===== src/rtl/trng_bit_collector_pkg.sv =====
// Purpose: shared TRNG word-size parameters and collector types.
// Latency: n/a (types and constants only).
// Backpressure: n/a.
package trng_bit_collector_pkg;

    // Entropy word width shared by the collector and the holding logic.
    localparam int TRNG_WORD_W     = 32;
    localparam int TRNG_WORD_CNT_W = $clog2(TRNG_WORD_W + 1);

    // Which half of a von Neumann pair the next strobe supplies.
    typedef enum logic {
        PH_FIRST  = 1'b0,
        PH_SECOND = 1'b1
    } pair_phase_t;

endpackage


===== src/rtl/trng_vn_debias.sv =====
// Purpose: von Neumann debiaser (or raw pass-through) on strobed noise bits.
// Latency: combinational accept in the strobe cycle; pair state is registered.
// Backpressure: none; every strobe is consumed, clear discards a coincident strobe.
module trng_vn_debias
    import trng_bit_collector_pkg::*;
(
    input  logic rng_clk,
    input  logic rst_n,
    input  logic strobe,
    input  logic rng_bit,
    input  logic bypass_vn,
    input  logic clear,
    output logic accept,
    output logic accept_bit
);

    pair_phase_t pair_phase;
    logic        pair_bit;

    // A bit is accepted on every raw strobe, or on the second half of an unequal pair.
    assign accept = strobe & ~clear &
                    (bypass_vn | ((pair_phase == PH_SECOND) & (pair_bit != rng_bit)));

    // Pair 10 yields 1 and 01 yields 0, so the stored first bit is the output.
    assign accept_bit = bypass_vn ? rng_bit : pair_bit;

    // Track pair position; held at the first phase in bypass and after any clear.
    always_ff @(posedge rng_clk or negedge rst_n) begin
        if (!rst_n) begin
            pair_phase <= PH_FIRST;
            pair_bit   <= 1'b0;
        end else if (clear) begin
            pair_phase <= PH_FIRST;
            pair_bit   <= 1'b0;
        end else if (bypass_vn) begin
            pair_phase <= PH_FIRST;
        end else if (strobe) begin
            if (pair_phase == PH_FIRST) begin
                pair_bit   <= rng_bit;
                pair_phase <= PH_SECOND;
            end else begin
                pair_phase <= PH_FIRST;
            end
        end
    end

endmodule


===== src/rtl/trng_bit_collector.sv =====
// Purpose: capture strobed TRNG bits, optionally debias, pack into words with overrun detect.
// Latency: word_valid rises one cycle after the strobe that completes a word.
// Backpressure: never stalls collection; a word completed while the output is held is dropped and overrun is set.
module trng_bit_collector
    import trng_bit_collector_pkg::*;
#(
    parameter int WORD_W = TRNG_WORD_W,
    parameter int CNT_W  = $clog2(WORD_W + 1)
) (
    input  logic              rng_clk,
    input  logic              rst_n,
    input  logic              rst_trng_logic,
    input  logic              sample_strobe,
    input  logic              rng_bit,
    input  logic              bypass_vn,
    input  logic              word_ready,
    output logic              word_valid,
    output logic [WORD_W-1:0] word_data,
    output logic [CNT_W-1:0]  bit_cnt,
    output logic              overrun
);

    logic              accept;
    logic              accept_bit;
    logic              complete;
    logic              out_free;
    logic [WORD_W-1:0] shreg;
    logic [WORD_W-1:0] next_word;

    trng_vn_debias u_debias (
        .rng_clk    (rng_clk),
        .rst_n      (rst_n),
        .strobe     (sample_strobe),
        .rng_bit    (rng_bit),
        .bypass_vn  (bypass_vn),
        .clear      (rst_trng_logic),
        .accept     (accept),
        .accept_bit (accept_bit)
    );

    // Word assembly: first accepted bit ends up at the MSB.
    assign next_word = {shreg[WORD_W-2:0], accept_bit};
    assign complete  = accept & (bit_cnt == CNT_W'(WORD_W - 1));
    // The holding register can take a new word if empty or being drained this cycle.
    assign out_free  = ~word_valid | word_ready;

    // Shift register and bit counter; counter wraps on word completion.
    always_ff @(posedge rng_clk or negedge rst_n) begin
        if (!rst_n) begin
            shreg   <= '0;
            bit_cnt <= '0;
        end else if (rst_trng_logic) begin
            shreg   <= '0;
            bit_cnt <= '0;
        end else if (accept) begin
            shreg   <= next_word;
            bit_cnt <= complete ? '0 : bit_cnt + CNT_W'(1);
        end
    end

    // Output holding register and sticky overrun flag.
    always_ff @(posedge rng_clk or negedge rst_n) begin
        if (!rst_n) begin
            word_valid <= 1'b0;
            word_data  <= '0;
            overrun    <= 1'b0;
        end else if (rst_trng_logic) begin
            word_valid <= 1'b0;
            word_data  <= '0;
            overrun    <= 1'b0;
        end else if (complete) begin
            if (out_free) begin
                word_valid <= 1'b1;
                word_data  <= next_word;
            end else begin
                overrun    <= 1'b1;
            end
        end else if (word_valid && word_ready) begin
            word_valid <= 1'b0;
        end
    end

endmodule

===== config.mk =====
export PLATFORM = sky130hd
export DESIGN_NAME = trng_bit_collector
export DESIGN_NICKNAME = d
export VERILOG_FILES = /design/src/rtl/trng_bit_collector_pkg.sv /design/src/rtl/trng_vn_debias.sv /design/src/rtl/trng_bit_collector.sv
export SDC_FILE = /design/constraint.sdc
export NUM_CORES = 1
export LEC_CHECK = 0
export CAP_MARGIN = 20
export CORE_MARGIN = 4
export CORE_UTILIZATION = 25
export CTS_CLUSTER_DIAMETER = 50
export DETAILED_ROUTE_END_ITERATION = 6
export PLACE_DENSITY_LB_ADDON = 0.2
export SLEW_MARGIN = 0
export SYNTH_ARGS = -nofsm -noshare
export SYNTH_HDL_FRONTEND = slang
export SYNTH_SLANG_ARGS = --single-unit

===== constraint.sdc =====
create_clock -name rng_clk -period 2.2 [get_ports rng_clk]
set_input_delay 0.33 -clock rng_clk [delete_from_list [all_inputs] [get_ports rng_clk]]
set_output_delay 0.33 -clock rng_clk [all_outputs]
set_load 0.02 [all_outputs]

==> summary.txt <==
Detailed routing
  – Pre-Repair DR Iteration Count: 4
  – Wire length per cell: 15.6 µm
  – DRC viols: 0
  – Via count: 2653
  – Post-DR vias/cell: 4.69
  – Routed wire length: 8800 µm
  – DRT iter0 DRCs: 172
  – Routed Antenna Nets: 0

Critical path
  – CP Class: input pin to flip-flop
  – Cells along the critical path: clkdlybuf4s50_1 -> and3b_1 -> a31oi_2 -> buf_4 -> nor2_2 -> a221o_1
  – Worst stage delay on the critical path: 550 ps
  – CP Max Fanout: 19
  – Crit path required time: 2470 ps
  – Crit path DAT: 2250 ps
  – CP bufs+invs: 2
  – Cell family contributing the most delay on the critical path: simple AND/OR/NAND/NOR gates
  – Slowest stage cell, crit path: nor2_2
  – CP endpoint kind: flip-flop
  – Crit start category: input pin

Layout
  – Share of post-route cells with drive strength above 1: 11.3%
  – Inserted Diodes: 0
  – Commonest non-fill, non-tap cell in the layout: dfrtp_1
  – Most frequent cells in the layout: 73 x dfrtp_1, 68 x nand2_1, 45 x clkdlybuf4s50_1
  – Nets: 394
  – Synthesis-to-finish area growth: 29.8%

Clocking
  – Worst-Skew Late Latency: 330 ps
  – Clk root buf: clkbuf_16
  – CTS tree: done
  – TritonCTS buffer count: 9
  – Clk sinks: 73
  – CTS Buffer Depth: 2
  – Clock-pin slew on the worst setup and hold paths: 60 ps
  – Htree depth: 3
  – PostCTS Resize Cnt: 0
  – Post-CTS Setup Inserts: 0

Floorplanning
  – Row count: 42
  – Die ar.: 15500 µm²
  – Die Span Y: 125 µm
  – Ports: 47
  – Initial core utilization: 25.6%
  – Placeable Area: 13300 µm²
  – Die Wd: 125 µm

Status
  – Status: finished, final reports clean

Logic synthesis
  – Yosys reg bits: 73
  – Async SR Flop Fraction: 100%
  – Seq/Total Area, Yosys: 53.8%
  – Synth unique cells: 38
  – Net Count, Synth: 342
  – Post-synth EDFFs: 0
  – Post-Syn Area per Cell: 10.2 µm²
  – Synth Flop Type: dfrtp_1
  – Yosys warning total: 0
  – Netlist Area Pre-Place: 3400 µm²
  – Number of cells produced by synthesis: 334

STA
  – Max-slew violations: 0
  – PnR worst setup slack: 220 ps
  – Worst Hold Slack: 481 ps
  – RSZ-0062 raised after global routing: no
  – Period minus WS final: 1980 ps
  – Final setup violation count: 0
  – Final Hold Vio Count: 0
  – Fin crit share: 90.0%
  – Slew at the pin closest to its max-slew limit: 677 ps
  – Clk_skew: 6.70 ps
  – Max_slew headroom: 54.6%
  – Setup TNS: 0 ps
  – Fmax: 0.505 GHz

Power and ir drop
  – Total power: 3000 µW
  – Static Leak: 0.00205 µW
  – Pwr Density: 679 nW/µm²
  – Peak VDD IR: 0.263 mV

Global routing
  – Vias in the first global route: 2777
  – First-pass GRT wire length: 15100 µm
  – Largest net degree at the start of global routing: 53
  – GRT Total Usage: 12.1%
  – Overflow after GRT: 0
  – Initial antenna violation count: 0

Job
  – Max Cap Viol: 0

Placed design
  – Final HPWL DP: 5840 µm
  – Port Buffers: 46
  – Pre-CTS WS: -143 ps
  – GP Congestion: 0.691

Hold path
  – HP Class: flip-flop to flip-flop
cell usage after synthesis, drive strengths merged (2+ instances only):
cell | n | area, µm²
a221o | 31 | 310
nor2b | 17 | 106
mux2i | 5 | 50.1
a31oi | 2 | 18.8
dfrtp | 73 | 1830
a211oi | 2 | 15.0
and2 | 16 | 100
clkbuf | 15 | 56.3
nand2 | 70 | 268
o21ai | 31 | 155
a21oi | 2 | 10.0
nand4 | 2 | 12.5
nor2 | 21 | 81.3
nand3 | 3 | 15.0
inv | 3 | 11.3
nor3 | 2 | 15.0
buf | 11 | 87.6
o211a | 15 | 150
cell families after synthesis:
group	synth area share, %
AND/OR/NAND/NOR	18.7
XOR/XNOR	0.516
multiplexers	1.47
AO/OA/AOI/OAI	20.6
flip-flops	53.8
buffers and inverters	4.57
adder cells (fa/ha/maj)	0.368
per-layer routing:
metal / GRT usage, % / vias up / share of wire, %
met5: 0 / - / 0
met4: 5.48 / 0 / 1.9
met3: 2.36 / 11 / 4.0
met2: 17.6 / 54 / 44
li1: - / 1295 / -
met1: 17.4 / 1293 / 50
cell type report:
cell class / instances / area [µm²]
clock buffer: 11 / 253
clock inverter: 4 / 51.3
fill: 1383 / 8890
inverter: 3 / 11.3
multi-input combinational: 232 / 1420
sequential: 73 / 1830
tap: 176 / 220
timing repair buffer: 67 / 632
path summary, 6_finish.rpt:
kind | startpoint | to | slack [ps] | cells after the start
setup / recovery | rst_trng_logic | word_data[4] | 220 | 6
hold / removal | shreg[18] | shreg[19] | 480 | 2
setup reg to reg | bit_cnt[0] | word_data[15] | 250 | 6
hold reg to reg | shreg[18] | shreg[19] | 480 | 2
max in group asynchronous | rst_n | bit_cnt[1] | 900 | 3
min in group asynchronous | rst_n | u_debias.pair_phase | 520 | 2
flip-flops by register name, indices dropped and copies added, names as in the netlist:
register             flops
shreg                   31
overrun                  1
u_debias.pair_phase      1
bit_cnt                  6
word_data               32
u_debias.pair_bit        1
word_valid               1
metrics by stage:
step                utilization, %  instances  cell area [µm²]
finish                        33.2        566             4410
CTS                           33.2        566             4410
global route                  33.2        566             4410
detailed placement            30.8        550             4100
global placement              30.7        549             4080
floorplan                        -        334             3400
power by group:
group	internal [µW]	total, µW	switching, µW
Combinational	42.8	136	93.3
Clock	936	1510	571
Sequential	1350	1350	4.70
Total	2330	3000	669
tightest hold or removal path: cells and delay by family (launching register included):
family / cells / cell delay (ps)
flip-flops: 1 / 340
AO/OA/AOI/OAI: 1 / 60
AND/OR/NAND/NOR: 1 / 50
what timing repair did:
action,CTS,global route
hold endpoints to repair,17,0
setup endpoints to repair,0,0
hold buffers,1,0
Note: power is estimated with default switching activity, not from simulation.
